### config.mk
export PLATFORM = sky130hd
export DESIGN_NAME = array_21_port_ctrl
export DESIGN_NICKNAME = d
export VERILOG_FILES = /design/src/rtl/array_21_port_ctrl.sv
export SDC_FILE = /design/constraint.sdc
export NUM_CORES = 1
export LEC_CHECK = 0
export ABC_CLOCK_PERIOD_IN_PS = 32400
export CORE_AREA = 2 2 426 428
export DETAILED_ROUTE_END_ITERATION = 7
export DIE_AREA = 0 0 428 430
export PLACE_DENSITY = 0.3
export SYNTH_ARGS = -nofsm -noshare
export SYNTH_HDL_FRONTEND = slang
export SYNTH_SLANG_ARGS = --single-unit
### constraint.sdc
create_clock -name clock -period 32.4 [get_ports clock]
set_input_delay 4.86 -clock clock [delete_from_list [all_inputs] [get_ports clock]]
set_output_delay 4.86 -clock clock [all_outputs]
set_load 0.1 [all_outputs]
### src/rtl/array_21_port_ctrl.sv
// Arbitrates ready/valid write and read requests onto the RW0 port of a single-port data array.
// Read data is returned in request order through a small response FIFO. ARRAY_21_PORT_CTRL_STATS_EN adds counters.
module array_21_port_ctrl #(
  parameter int ADDR_W     = 12,
  parameter int DATA_W     = 256,
  parameter int MASK_W     = 16,
  parameter int RESP_DEPTH = 2
) (
  input  logic              clock,
  input  logic              reset,
  input  logic              io_wreq_valid,
  output logic              io_wreq_ready,
  input  logic [ADDR_W-1:0] io_wreq_addr,
  input  logic [MASK_W-1:0] io_wreq_mask,
  input  logic [DATA_W-1:0] io_wreq_data,
  input  logic              io_rreq_valid,
  output logic              io_rreq_ready,
  input  logic [ADDR_W-1:0] io_rreq_addr,
  output logic              io_rresp_valid,
  input  logic              io_rresp_ready,
  output logic [DATA_W-1:0] io_rresp_data,
  output logic [ADDR_W-1:0] RW0_addr,
  output logic              RW0_en,
  output logic              RW0_wmode,
  output logic [MASK_W-1:0] RW0_wmask,
  output logic [DATA_W-1:0] RW0_wdata,
  input  logic [DATA_W-1:0] RW0_rdata
`ifdef ARRAY_21_PORT_CTRL_STATS_EN
  ,
  output logic [31:0]       io_stat_wr_cnt,
  output logic [31:0]       io_stat_rd_cnt,
  output logic [31:0]       io_stat_conflict_cnt
`endif
);

  localparam int PTR_W = (RESP_DEPTH > 1) ? $clog2(RESP_DEPTH) : 1;
  localparam int CNT_W = $clog2(RESP_DEPTH + 1);

  typedef enum logic {
    PRIO_WRITE = 1'b0,
    PRIO_READ  = 1'b1
  } prio_e;

  prio_e             prio_q, prio_d;
  logic              inflight_q, inflight_d;
  logic [PTR_W-1:0]  head_q, head_d;
  logic [PTR_W-1:0]  tail_q, tail_d;
  logic [CNT_W-1:0]  count_q, count_d;
  logic [DATA_W-1:0] mem_q [RESP_DEPTH];
  logic [DATA_W-1:0] mem_d [RESP_DEPTH];

  logic [CNT_W:0]    occ_s;
  logic              credit_s;
  logic              rd_elig_s;
  logic              both_req_s;
  logic              wfire_s;
  logic              rfire_s;
  logic              enq_s;
  logic              deq_s;

  function automatic logic [PTR_W-1:0] ptr_inc(input logic [PTR_W-1:0] p);
    return (p == PTR_W'(RESP_DEPTH - 1)) ? {PTR_W{1'b0}} : p + PTR_W'(1'b1);
  endfunction

  // Handshake, arbitration and array port drive
  always_comb begin
    // The read in flight already owns a FIFO slot, so it counts against credit.
    occ_s          = {1'b0, count_q} + {{CNT_W{1'b0}}, inflight_q};
    credit_s       = occ_s < (CNT_W + 1)'(RESP_DEPTH);
    rd_elig_s      = io_rreq_valid && credit_s;
    both_req_s     = io_wreq_valid && io_rreq_valid;
    io_wreq_ready  = !reset && (!rd_elig_s || (prio_q == PRIO_WRITE));
    io_rreq_ready  = !reset && credit_s && (!io_wreq_valid || (prio_q == PRIO_READ));
    wfire_s        = io_wreq_valid && io_wreq_ready;
    rfire_s        = io_rreq_valid && io_rreq_ready;
    RW0_en         = wfire_s || rfire_s;
    RW0_wmode      = wfire_s;
    RW0_addr       = wfire_s ? io_wreq_addr : io_rreq_addr;
    RW0_wmask      = wfire_s ? io_wreq_mask : {MASK_W{1'b0}};
    RW0_wdata      = io_wreq_data;
    io_rresp_valid = !reset && (count_q != {CNT_W{1'b0}});
    io_rresp_data  = mem_q[head_q];
    enq_s          = inflight_q;
    deq_s          = io_rresp_valid && io_rresp_ready;
  end

  // Next-state for priority, read pipeline and FIFO bookkeeping
  always_comb begin
    prio_d     = prio_q;
    inflight_d = rfire_s;
    head_d     = deq_s ? ptr_inc(head_q) : head_q;
    tail_d     = enq_s ? ptr_inc(tail_q) : tail_q;
    count_d    = count_q;
    if (both_req_s && wfire_s) begin
      prio_d = PRIO_READ;
    end else if (both_req_s && rfire_s) begin
      prio_d = PRIO_WRITE;
    end else begin
      prio_d = prio_q;
    end
    case ({enq_s, deq_s})
      2'b10:   count_d = count_q + CNT_W'(1'b1);
      2'b01:   count_d = count_q - CNT_W'(1'b1);
      default: count_d = count_q;
    endcase
    for (int i = 0; i < RESP_DEPTH; i++) begin
      mem_d[i] = (enq_s && (tail_q == PTR_W'(i))) ? RW0_rdata : mem_q[i];
    end
  end

  // Control state, cleared by reset (discarding any in-flight read)
  always_ff @(posedge clock) begin
    if (reset) begin
      prio_q     <= PRIO_WRITE;
      inflight_q <= 1'b0;
      head_q     <= {PTR_W{1'b0}};
      tail_q     <= {PTR_W{1'b0}};
      count_q    <= {CNT_W{1'b0}};
    end else begin
      prio_q     <= prio_d;
      inflight_q <= inflight_d;
      head_q     <= head_d;
      tail_q     <= tail_d;
      count_q    <= count_d;
    end
  end

  // Response FIFO storage; contents are qualified by count so need no reset
  always_ff @(posedge clock) begin
    mem_q <= mem_d;
  end

`ifdef ARRAY_21_PORT_CTRL_STATS_EN
  logic [31:0] wr_cnt_q, wr_cnt_d;
  logic [31:0] rd_cnt_q, rd_cnt_d;
  logic [31:0] conflict_cnt_q, conflict_cnt_d;
  logic        conflict_s;

  function automatic logic [31:0] sat_inc(input logic [31:0] v, input logic en);
    return (en && (v != 32'hFFFF_FFFF)) ? v + 32'd1 : v;
  endfunction

  // Saturating event counters; a read held back only by credit is not a conflict
  always_comb begin
    conflict_s     = both_req_s && credit_s && (wfire_s || rfire_s);
    wr_cnt_d       = sat_inc(wr_cnt_q, wfire_s);
    rd_cnt_d       = sat_inc(rd_cnt_q, rfire_s);
    conflict_cnt_d = sat_inc(conflict_cnt_q, conflict_s);
  end

  // Counter registers
  always_ff @(posedge clock) begin
    if (reset) begin
      wr_cnt_q       <= 32'd0;
      rd_cnt_q       <= 32'd0;
      conflict_cnt_q <= 32'd0;
    end else begin
      wr_cnt_q       <= wr_cnt_d;
      rd_cnt_q       <= rd_cnt_d;
      conflict_cnt_q <= conflict_cnt_d;
    end
  end

  assign io_stat_wr_cnt       = wr_cnt_q;
  assign io_stat_rd_cnt       = rd_cnt_q;
  assign io_stat_conflict_cnt = conflict_cnt_q;
`endif

endmodule
# Word level (Yosys, flattened, before mapping)
# Cells that the tools add are included.
dict set report op_classes {
  n_addsub 5
  n_lt_le_gt_ge 2
  n_eq_ne 2
  muxes 10
  n_bitwise 3
  n_reduce_logical 22
}
# cell n
set ops {}
lappend ops {{2-to-1 mux 256 bit} 3}
lappend ops {{2-to-1 mux 16 bit} 1}
lappend ops {{logical AND 1 bit} 13}
lappend ops {{2-to-1 mux 12 bit} 1}
lappend ops {{nonzero test 2 bit} 3}
lappend ops {{2-to-1 mux 1 bit} 4}
lappend ops {{one-hot mux 2 bit (2 select lines)} 1}
lappend ops {{adder 2 x 1 -> 3 bit} 1}
lappend ops {{logical NOT 1 bit} 3}
lappend ops {{logical OR 1 bit} 3}
lappend ops {{< comparator 3 x 2 -> 1 bit (second input constant)} 1}
lappend ops {{adder 1 bit (second input constant)} 2}
lappend ops {{adder 2 x 1 -> 2 bit (second input constant)} 1}
lappend ops {{== test 2 x 1 -> 1 bit (second input constant)} 1}
lappend ops {{== test 2 bit (second input constant)} 1}
lappend ops {{>= comparator 2 bit (second input constant)} 1}
lappend ops {{inverter 1 bit} 2}
lappend ops {{inverter 1 -> 2 bit} 1}
lappend ops {{subtractor 2 x 1 -> 2 bit (second input constant)} 1}
dict set report totals {
  ff_bits 518
  in_bits 557
  out_inout_bits 545
  word_cells 51
}

# Logic depth before layout (Yosys ltp)
# Gate-level depths: netlist (run 1).
dict set report logic_depth {
  ltp_word 9
  mapped_depth 7
  depth_no_buf 6
}

# Least setup slack after synthesis (run 1)
# No wires, ideal clock.
dict set report synth_path {
  path_kind {reg-to-reg}
  start {reg inflight_q (netlist: enq_s)}
  end {reg mem_q[256] (netlist bit) (enable)}
  arrival_time_ns 11.070
  t_required_ns 31.522
  path_slack_ns 20.452
  stages_incl_launch_ff 3
  cell_sequence {dfxtp_1 > inv_1 > nor2_1}
}
dict set report synth_between {
  elab_chain_len 1
}
# item line_no
set synth_lines {}
lappend synth_lines {{start: declaration} 45} ;# logic inflight_q, inflight_d;
lappend synth_lines {{start signal: assignment} 121} ;# inflight_q <= inflight_d;
lappend synth_lines {{logical AND 1 bit} 107} ;# mem_d[i] = (enq_s && (tail_q == PTR_W'(i))) ? RW0_rdata : mem_q[i];
lappend synth_lines {{end signal: assignment} 130} ;# mem_q <= mem_d;
lappend synth_lines {{end: declaration} 49} ;# logic [DATA_W-1:0] mem_q [RESP_DEPTH];
# No other way between the ends.
# A chain may end at the register's enable or synchronous reset.

# Worst setup path after layout (run 1)
dict set report layout_path {
  start {in reset}
  end {out RW0_addr[1]}
}
dict set report layout_between {
  elab_chain_len 4
}
# item line_no
set layout_lines {}
lappend layout_lines {{start: declaration} 10} ;# input logic reset,
lappend layout_lines {{logical NOT 1 bit} 72} ;# io_wreq_ready = !reset && (!rd_elig_s || (prio_q == PRIO_WRITE));
lappend layout_lines {{logical AND 1 bit} 72}
lappend layout_lines {{logical AND 1 bit} 74} ;# wfire_s = io_wreq_valid && io_wreq_ready;
lappend layout_lines {{2-to-1 mux 12 bit} 78} ;# RW0_addr = wfire_s ? io_wreq_addr : io_rreq_addr;
lappend layout_lines {{end: declaration} 22} ;# output logic [ADDR_W-1:0] RW0_addr,
# No other way between the ends.

==> run summary, run 1 <==
The flow ran to the end, and the final reports show no timing, DRC or antenna violations. After synthesis the cells add up to 0.02089 mm2. The combinational power share came out at 20.4%.

The DRC violation count after routing came out at 0. Setup repair after global routing left no endpoint under its margin. During I/O placement, the number of pins put on the boundary was 1,102. The worst slew margin relative to its limit came out at 23.28%.

The total of endpoints with negative setup slack in the final report is 0. The vertical extent of the die came out at 430 um. After synthesis, the cell types taking the most area are sky130_fd_sc_hd__edfxtp_1, sky130_fd_sc_hd__mux2_2, sky130_fd_sc_hd__buf_4. The die covers 0.1840 mm2.

The post-detailed-placement half-perimeter wirelength is 82.75 mm. The floorplan has 156 rows. Of all nets on the critical path, the largest fanout is 29. The number of DRC markers in iteration 0 came out at 501. The clock drives 518 sinks. Based on the critical path, the design can be clocked at up to 77.14 MHz. The compound-cell area share of the yosys netlist is 0.3413%.

The final critical-path share of the clock period came out at 40.01%. After the flow finishes, the layout carries non-filler instances totaling 3,936. TritonCTS built the clock tree.

The post-synth net total is 1,677. The post-cts sizing count is 0. The cell total after placement came out at 3,802. The power spent charging and discharging nets is 0.6250 mW. The maximum number of pins on one net before global-route repair came out at 72.

The global placer's final weighted congestion is 0.9297. The adder and majority cell fraction of the synthesized area came out at 0.05988%. The number of antenna violations at the first check in global routing came out at 25. In this run the clock root is driven by a sky130_fd_sc_hd__clkbuf_16.

The number of vias in the routed layout is 11,208. For the final database, setup skew stands at 29.54 ps. The category of the most critical setup path is in -> out. The internal power contribution came out at 1.365 mW. Counting the fill cells in the layout gives 19,429. The number of buffers inserted by hold repair at cts is 0. The Yosys warning count came out at 0.

The count of different cell masters after synthesis came out at 24. Once layout is done, the placed cells without fillers occupy 0.03021 mm2. The fraction of power spent switching nets is 31.41%. The port buffer count came out at 589. STA classifies the critical path startpoint as a primary input. The cell accounting for the most synthesized area is sky130_fd_sc_hd__edfxtp_1. The standard cell area after detailed placement came out at 0.02778 mm2.

The worst setup path is captured at a primary output. The path class of the tightest hold or removal check is reg -> reg. Compared with the post-synthesis result, the final layout area differs by 44.59%. Hold timing on the final database bottoms out at a slack of 540.3 ps.

The number of routed nets with antenna violations is 0. Summing the areas of all xor and xnor instances in the mapped netlist gives 0.1258% of the synthesized area. The source of the worst hold timing path is count_q[1]. The routed design has 103.1 mm of wire. The initial core utilization is 11.62%. The utilization of the core after routing came out at 16.81%. The routed design could run at a clock period as short as 12,960 ps. The leakage power of the design is 9.345 nW. The number of buffers on the longest clock path came out at 3. The top cell type by area accounts for 73.59% of the synthesized area.

The fraction of final layout cells with drive strength greater than 1 is 24.89%. The fraction of synthesized area in multiplexers came out at 14.49%. The fraction of power consumed by sequential logic is 38.5%. The first global-routing pass estimated 130.7 mm of wire. The floorplan step defined a core boundary enclosing 0.1798 mm2. The number of instances in the synthesized netlist is 1,119. The proportion of power drawn by the clock network came out at 41.2%.

After detailed routing, the average wire length per cell comes to 26.19 um. The number of nets at the end of the flow is 2,065. The actual slew at the worst max-slew pin came out at 1151 ps. After clock tree synthesis, the setup repair step added 0 buffers. The total grt overflow is 0. The reported max-cap violation count is 0.

The synthesized area per cell came out at 18.67 um2. Summing the sequential cell areas from Yosys gives 74.16% of the chip area. The H-tree generated during clock tree synthesis spans 3 levels. The final hold violation count was 0. The arrival time reported for the critical path endpoint is 8100 ps.

The multi-input combinational cells in the finished layout cover a total of 0.003316 mm2. For the final routed database, the setup TNS stands at 0 ps. The overall global routing resource usage is 10.83%. The ratio of routed vias to standard cells came out at 2.848.

The largest voltage drop on the vdd net came out at 0.00003153 V. The total power density per cell area came out at 65.87 mW/mm2. The first detailed-routing pass ran for 4 iterations. The later-pin clock latency in the skew report came out at 690 ps. After synthesis, the largest family of logic cells by area is multiplexers.

The critical path starts at reset. The number of max-slew violations in the final report came out at 0. The number of buffers inserted during clock tree synthesis is 73. The die width is 428 um. The number of register bits inferred by synthesis came out at 518.

The via count of the first global-routing pass came out at 12,184. The worst register-to-register path begins at tail_q. The simple-gate portion of the synthesized area is 0.7485%. The required time reported for the critical path endpoint came out at 27,540 ps. The area occupied by registers came out at 0.01550 mm2. The clock transition at the registers of the reported paths is 50 ps.
==> synth_stat cells <==
library cell and count:
sky130_fd_sc_hd__edfxtp_1 512, sky130_fd_sc_hd__o211a_1 1, sky130_fd_sc_hd__xor2_1 1, sky130_fd_sc_hd__buf_2 26, sky130_fd_sc_hd__dfxtp_1 6, sky130_fd_sc_hd__a21oi_1 3, sky130_fd_sc_hd__nand2b_1 1, sky130_fd_sc_hd__and3_1 1
sky130_fd_sc_hd__a311oi_2 1, sky130_fd_sc_hd__xnor2_1 2, sky130_fd_sc_hd__nor2_1 5, sky130_fd_sc_hd__ha_1 1, sky130_fd_sc_hd__a21oi_2 1, sky130_fd_sc_hd__mux2_2 268, sky130_fd_sc_hd__buf_4 258, sky130_fd_sc_hd__buf_6 1
sky130_fd_sc_hd__a211oi_1 1, sky130_fd_sc_hd__mux2i_1 1, sky130_fd_sc_hd__o21ba_2 1, sky130_fd_sc_hd__o21ai_0 1, sky130_fd_sc_hd__clkbuf_1 4, sky130_fd_sc_hd__and2_1 19, sky130_fd_sc_hd__or3_1 1, sky130_fd_sc_hd__inv_1 3
==> power by group through the flow <==
stage	Combinational, mW	Clock [mW]	Sequential [mW]
3_5_place_dp	0.410	0	0.780
6_report	0.405	0.820	0.765
2_1_floorplan	0.433	0	0.784
4_1_cts	0.412	0.859	0.766
5_1_grt	0.417	0.878	0.767
3_3_place_gp	0.410	0	0.779
==> worst max-delay path: stages <==
cell	delay, ps
sky130_fd_sc_hd__clkdlybuf4s50_1	680
sky130_fd_sc_hd__a311oi_4	1040
sky130_fd_sc_hd__mux2_2	350
sky130_fd_sc_hd__clkdlybuf4s50_1	1150
==> registers in the layout, indices dropped and copies added (netlist names) <==
signal and cells:
tail_q 1, head_q 1, mem_q 512, count_q 2, prio_q 1, enq_s 1
==> final cells by class <==
class	instances	area share (%)
Antenna cell	3	0.02485
Clock buffer	88	6.304
Clock inverter	43	1.711
Inverter	3	0.03727
Multi-Input combinational cell	309	10.98
Sequential cell	518	51.30
Tap cell	2370	9.816
Timing Repair Buffer	602	19.83
==> logic make-up after synthesis <==
group	count (synthesis)
DFF	518
xor gates and xnor gates	3
muxes	269
buffers and inverters	292
adders and majority gates	1
AOI/OAI and AO/OA	9
and+or+nand+nor	27
==> metrics by stage <==
step	setup slack [ps]	power, mW
detailed placement	19450	1.190
floorplan	20450	1.216
global placement	19620	1.188
CTS	19450	2.036
finish	19440	1.990
global route	19330	2.063
==> layer usage <==
metal	vias up	share of wire [%]	global-route usage, %
met5	-	0.17	0
li1	4746	-	-
met1	5404	22	6.685
met3	217	17	8.729
met2	815	57	21.66
met4	26	3.8	4.255
==> layout by cell type (no fill, tap or decap), types with 2 or more instances in the layout <==
cell and instances:
sky130_fd_sc_hd__and2_1 18, sky130_fd_sc_hd__clkinv_1 16, sky130_fd_sc_hd__edfxtp_1 512, sky130_fd_sc_hd__dfxtp_1 5, sky130_fd_sc_hd__clkdlybuf4s50_1 588, sky130_fd_sc_hd__inv_1 3
sky130_fd_sc_hd__bufinv_16 9, sky130_fd_sc_hd__diode_2 3, sky130_fd_sc_hd__buf_4 14, sky130_fd_sc_hd__inv_16 3, sky130_fd_sc_hd__clkinv_4 3, sky130_fd_sc_hd__a21oi_1 3
sky130_fd_sc_hd__xnor2_1 2, sky130_fd_sc_hd__mux2_2 268, sky130_fd_sc_hd__clkinv_2 9, sky130_fd_sc_hd__clkbuf_1 14, sky130_fd_sc_hd__clkbuf_16 74, sky130_fd_sc_hd__nor2_1 4
==> path summary, 6_finish.rpt <==
path,to,slack (ps),cells after the start
worst max register to register,mem_q[25],28360,4
worst min-delay path,count_q[1],540,2
worst max-delay path,RW0_addr[1],19440,4
worst min register to register,count_q[1],540,2
Power figures use the tool's default switching activity.
==> run 2: changes to the inputs <==
--- a/config.mk
+++ b/config.mk
@@ -5,10 +5,10 @@
 export SDC_FILE = /design/constraint.sdc
 export NUM_CORES = 1
 export LEC_CHECK = 0
-export ABC_CLOCK_PERIOD_IN_PS = 32400
-export CORE_AREA = 2 2 426 428
+export ABC_CLOCK_PERIOD_IN_PS = 12800
+export CORE_AREA = 2 2 429 431
 export DETAILED_ROUTE_END_ITERATION = 7
-export DIE_AREA = 0 0 428 430
+export DIE_AREA = 0 0 431 433
 export PLACE_DENSITY = 0.3
 export SYNTH_ARGS = -nofsm -noshare
 export SYNTH_HDL_FRONTEND = slang
==> constraint.sdc (replaced) <==
create_clock -name clock -period 12.8 [get_ports clock]
set_input_delay 1.92 -clock clock [delete_from_list [all_inputs] [get_ports clock]]
set_output_delay 1.92 -clock clock [all_outputs]
set_load 0.1 [all_outputs]
==> run 2 against run 1 <==
Against the previous run: register-to-register slack lost 19000 ps; via count shrank 0.66%; critical path depth is the same; core utilization shrank 0.25 points; die area grew 1.4%; worst setup slack lost 14000 ps; hold slack lost 8.8 ps; final cell count grew 0.23%; highest routed layer unchanged.
==> run summary, run 2 (same netlist as run 1, synthesis figures left out) <==
The number of vias in the routed layout was 11,134 (was 11,208). The source of the worst hold timing path is count_q[1] (unchanged). The number of cells on the worst reg-to-reg path is 3 (was 4). The capture instance of the worst register-to-register path is mem_q[198] (was mem_q[25]). The fraction of power spent switching nets is 30.86% (was 31.41%). The register-to-register setup slack is 9520 ps (was 28,360 ps). The clock period minus worst slack is 6965 ps.

The first-pass GRT wire length is 137.8 mm (was 130.7 mm). The achievable frequency came out at 143.6 MHz. The global placer's final weighted congestion was 0.9047 (was 0.9297).

The post-detailed-route wirelength per cell came out at 28.57 um (was 26.19 um). The fraction of power consumed by sequential logic is 39.0% (was 38.5%). The post-detailed-placement half-perimeter wirelength was 92.79 mm (was 82.75 mm). The final hold violation count is 0 (unchanged). The cell occurring most often along the worst timing path is sky130_fd_sc_hd__clkdlybuf4s50_1 (unchanged). The post-cts sizing count is 0 (unchanged). The vertical extent of the die is 433 um (was 430 um).

The maximum level of the CTS H-tree is 3 (unchanged). The number of buffers added for setup after CTS came out at 0 (unchanged). The required time reported for the critical path endpoint was 10,880 ps (was 27,540 ps). The cell at the slowest stage of the critical path is sky130_fd_sc_hd__clkdlybuf4s50_1 (unchanged). The total power density per cell area came out at 164.4 mW/mm2 (was 65.87 mW/mm2). The maximum number of pins on one net before global-route repair came out at 114 (was 72). The combinational power share was 20.6% (was 20.4%). The category of the most critical setup path was in -> out (unchanged). Biggest regs: mem_q (512), count_q (2) (unchanged). The reg-to-reg critical path startpoint is tail_q (unchanged). The number of core rows came out at 157 (was 156). The initial core utilization came out at 11.47% (was 11.62%). The ratio of routed vias to standard cells came out at 2.822 (was 2.848). The number of routed nets with antenna violations came out at 0 (unchanged). Commonest cells after routing, fill and taps aside: sky130_fd_sc_hd__clkdlybuf4s50_1, sky130_fd_sc_hd__edfxtp_1, sky130_fd_sc_hd__mux2_2, sky130_fd_sc_hd__clkbuf_16, sky130_fd_sc_hd__and2_1 (unchanged). The die outline area is 0.1866 mm2 (was 0.1840 mm2).

The number of max-slew violations in the final report is 0 (unchanged). The worst slew margin relative to its limit is 20.99% (was 23.28%). The peak fanout along the critical path was 29 (unchanged). The overall global routing resource usage was 11.56% (was 10.83%).

The fraction of final layout cells with drive strength greater than 1 is 24.82% (was 24.89%). The clock root buffer master is sky130_fd_sc_hd__clkbuf_16 (unchanged). The clock transition at the registers of the reported paths is 60 ps (was 50 ps).

The hold-critical path endpoint is count_q[1] (unchanged). The register with the most flip-flops was mem_q (unchanged). The later-pin clock latency in the skew report is 660 ps (was 690 ps).

The number of buffers inserted by hold repair at cts came to 0 (unchanged). The most common cell after layout, fill and taps aside was sky130_fd_sc_hd__clkdlybuf4s50_1 (unchanged). The total of endpoints with negative setup slack in the final report was 0 (unchanged). Worst path cell trace: clkdlybuf4s50_1 > a311oi_4 > mux2_2 > clkdlybuf4s50_1 (unchanged).

The overall power consumption came to 4.957 mW (was 1.990 mW). The worst min-delay path category is reg -> reg (unchanged). The TritonCTS clock tree is yes (unchanged).

The reported max-cap violation count came out at 0 (unchanged). Unrepaired setup endpoints after global routing: false (unchanged). The number of clock sinks was 518 (unchanged).

The flip-flop count of the largest register after layout is 512 (unchanged). The largest incremental delay on the critical path came out at 1130 ps (was 1150 ps). The leakage power of the design was 9.297 nW (was 9.345 nW).

The worst clock skew came to 50.06 ps (was 29.54 ps). Run status: finished, final reports clean (unchanged). The actual slew at the worst max-slew pin came out at 1185 ps (was 1151 ps). The port buffer count came to 589 (unchanged). The via count of the first global-routing pass came out at 11,973 (was 12,184).

The die width came to 431 um (was 428 um). The number of buffers on the longest clock path is 3 (unchanged). The proportion of power drawn by the clock network came out at 40.3% (was 41.2%).

The power spent charging and discharging nets came out at 1.530 mW (was 0.6250 mW). The number of buffers inserted during clock tree synthesis is 71 (was 73). The layout overhead on the synthesized area is 44.31% (was 44.59%). The total grt overflow is 0 (unchanged). The summed negative setup slack over all endpoints came to 0 ps (unchanged).

The number of antenna violations at the first check in global routing was 19 (was 25). The number of DRC markers in iteration 0 is 462 (was 501). The number of I/O pins is 1,102 (unchanged). The startpoint class of the critical path is a primary input (unchanged). The arrival time reported for the critical path endpoint is 5040 ps (was 8100 ps).

The number of cells on the worst hold path came out at 2 (unchanged). The placeable core region is 0.1821 mm2 (was 0.1798 mm2). The number of iterations in the first detailed-routing pass came out at 4 (unchanged). The critical path capture point type is a primary output (unchanged). The largest voltage drop on the vdd net is 0.00009104 V (was 0.00003153 V).

Of the available clock period, the critical path in the final layout requires 54.41%. The number of nets at the end of the flow came out at 2,061 (was 2,065). The sum of routed wire length over all layers came out at 112.7 mm (was 103.1 mm).

The DRC violation count after routing is 0 (unchanged). The internal power contribution is 3.428 mW (was 1.365 mW).
-- run 2: cell types whose count changed in the layout (fill, tap and decap cells not counted), moves of 2 or more --
cell,delta
sky130_fd_sc_hd__diode_2,+2
sky130_fd_sc_hd__clkinv_1,-3
sky130_fd_sc_hd__clkinv_2,+2
sky130_fd_sc_hd__buf_4,-5
sky130_fd_sc_hd__buf_12,+2
sky130_fd_sc_hd__clkbuf_1,-3
sky130_fd_sc_hd__inv_16,-3
-- run 2: stage by stage --
step	hold slack [ps]	utilization (%)	std cells	worst slack [ps]	instance area [um2]
after global routing	549.0	16.55	3941	5634	30140
after floorplan	482.3	-	1119	851.6	20890
after global placement	500.4	15.27	3815	5917	27810
after CTS	527.3	16.55	3940	5812	30140
final	531.5	16.56	3945	5835	30150
after detailed placement	516.3	15.27	3815	5830	27810
-- run 2: layout make-up --
class,count,area (um2)
fill,19752,151900
sequential,518,15500
timing repair buffer,600,6003
multi-input combinational,309,3316
tap,2385,2984
clock buffer,84,1868
clock inverter,41,457.9
antenna,5,12.51
inverter,3,11.26
-- run 2: routing by layer --
metal / wire length [um] / vias up / global-route usage (%)
met5: 100 / - / 0
met4: 2938 / 16 / 3.371
met3: 22060 / 152 / 10.50
met2: 65640 / 864 / 23.64
met1: 21970 / 5361 / 6.402
li1: - / 4741 / -
-- run 2: power by group through the flow --
stage	Clock, mW	Combinational, mW	Sequential (mW)
floorplan	0	1.10	1.98
global placement	0	1.03	1.97
detailed placement	0	1.04	1.97
CTS	2.10	1.04	1.94
global route	2.15	1.05	1.94
finish	2.00	1.02	1.94
-- run 2: how the worst max path moves through the flow --
stage / startpoint / to / slack (ps) / cells after the start
3_3_place_gp: io_wreq_valid / RW0_addr[9] / 5920 / 5
5_1_grt: reset / RW0_addr[9] / 5630 / 4
4_1_cts: reset / RW0_addr[9] / 5810 / 4
6_report: reset / RW0_addr[8] / 5840 / 4
2_1_floorplan: enq_s / mem_q[256] / 850 / 2
3_5_place_dp: reset / RW0_addr[9] / 5830 / 4
-- run 2: worst max-delay path, delay by kind of cell --
| family | cells | cell delay (ps) |
|---|---|---|
| muxes | 1 | 330 |
| AOI/OAI and AO/OA | 1 | 1030 |
| buffers and inverters | 2 | 1750 |
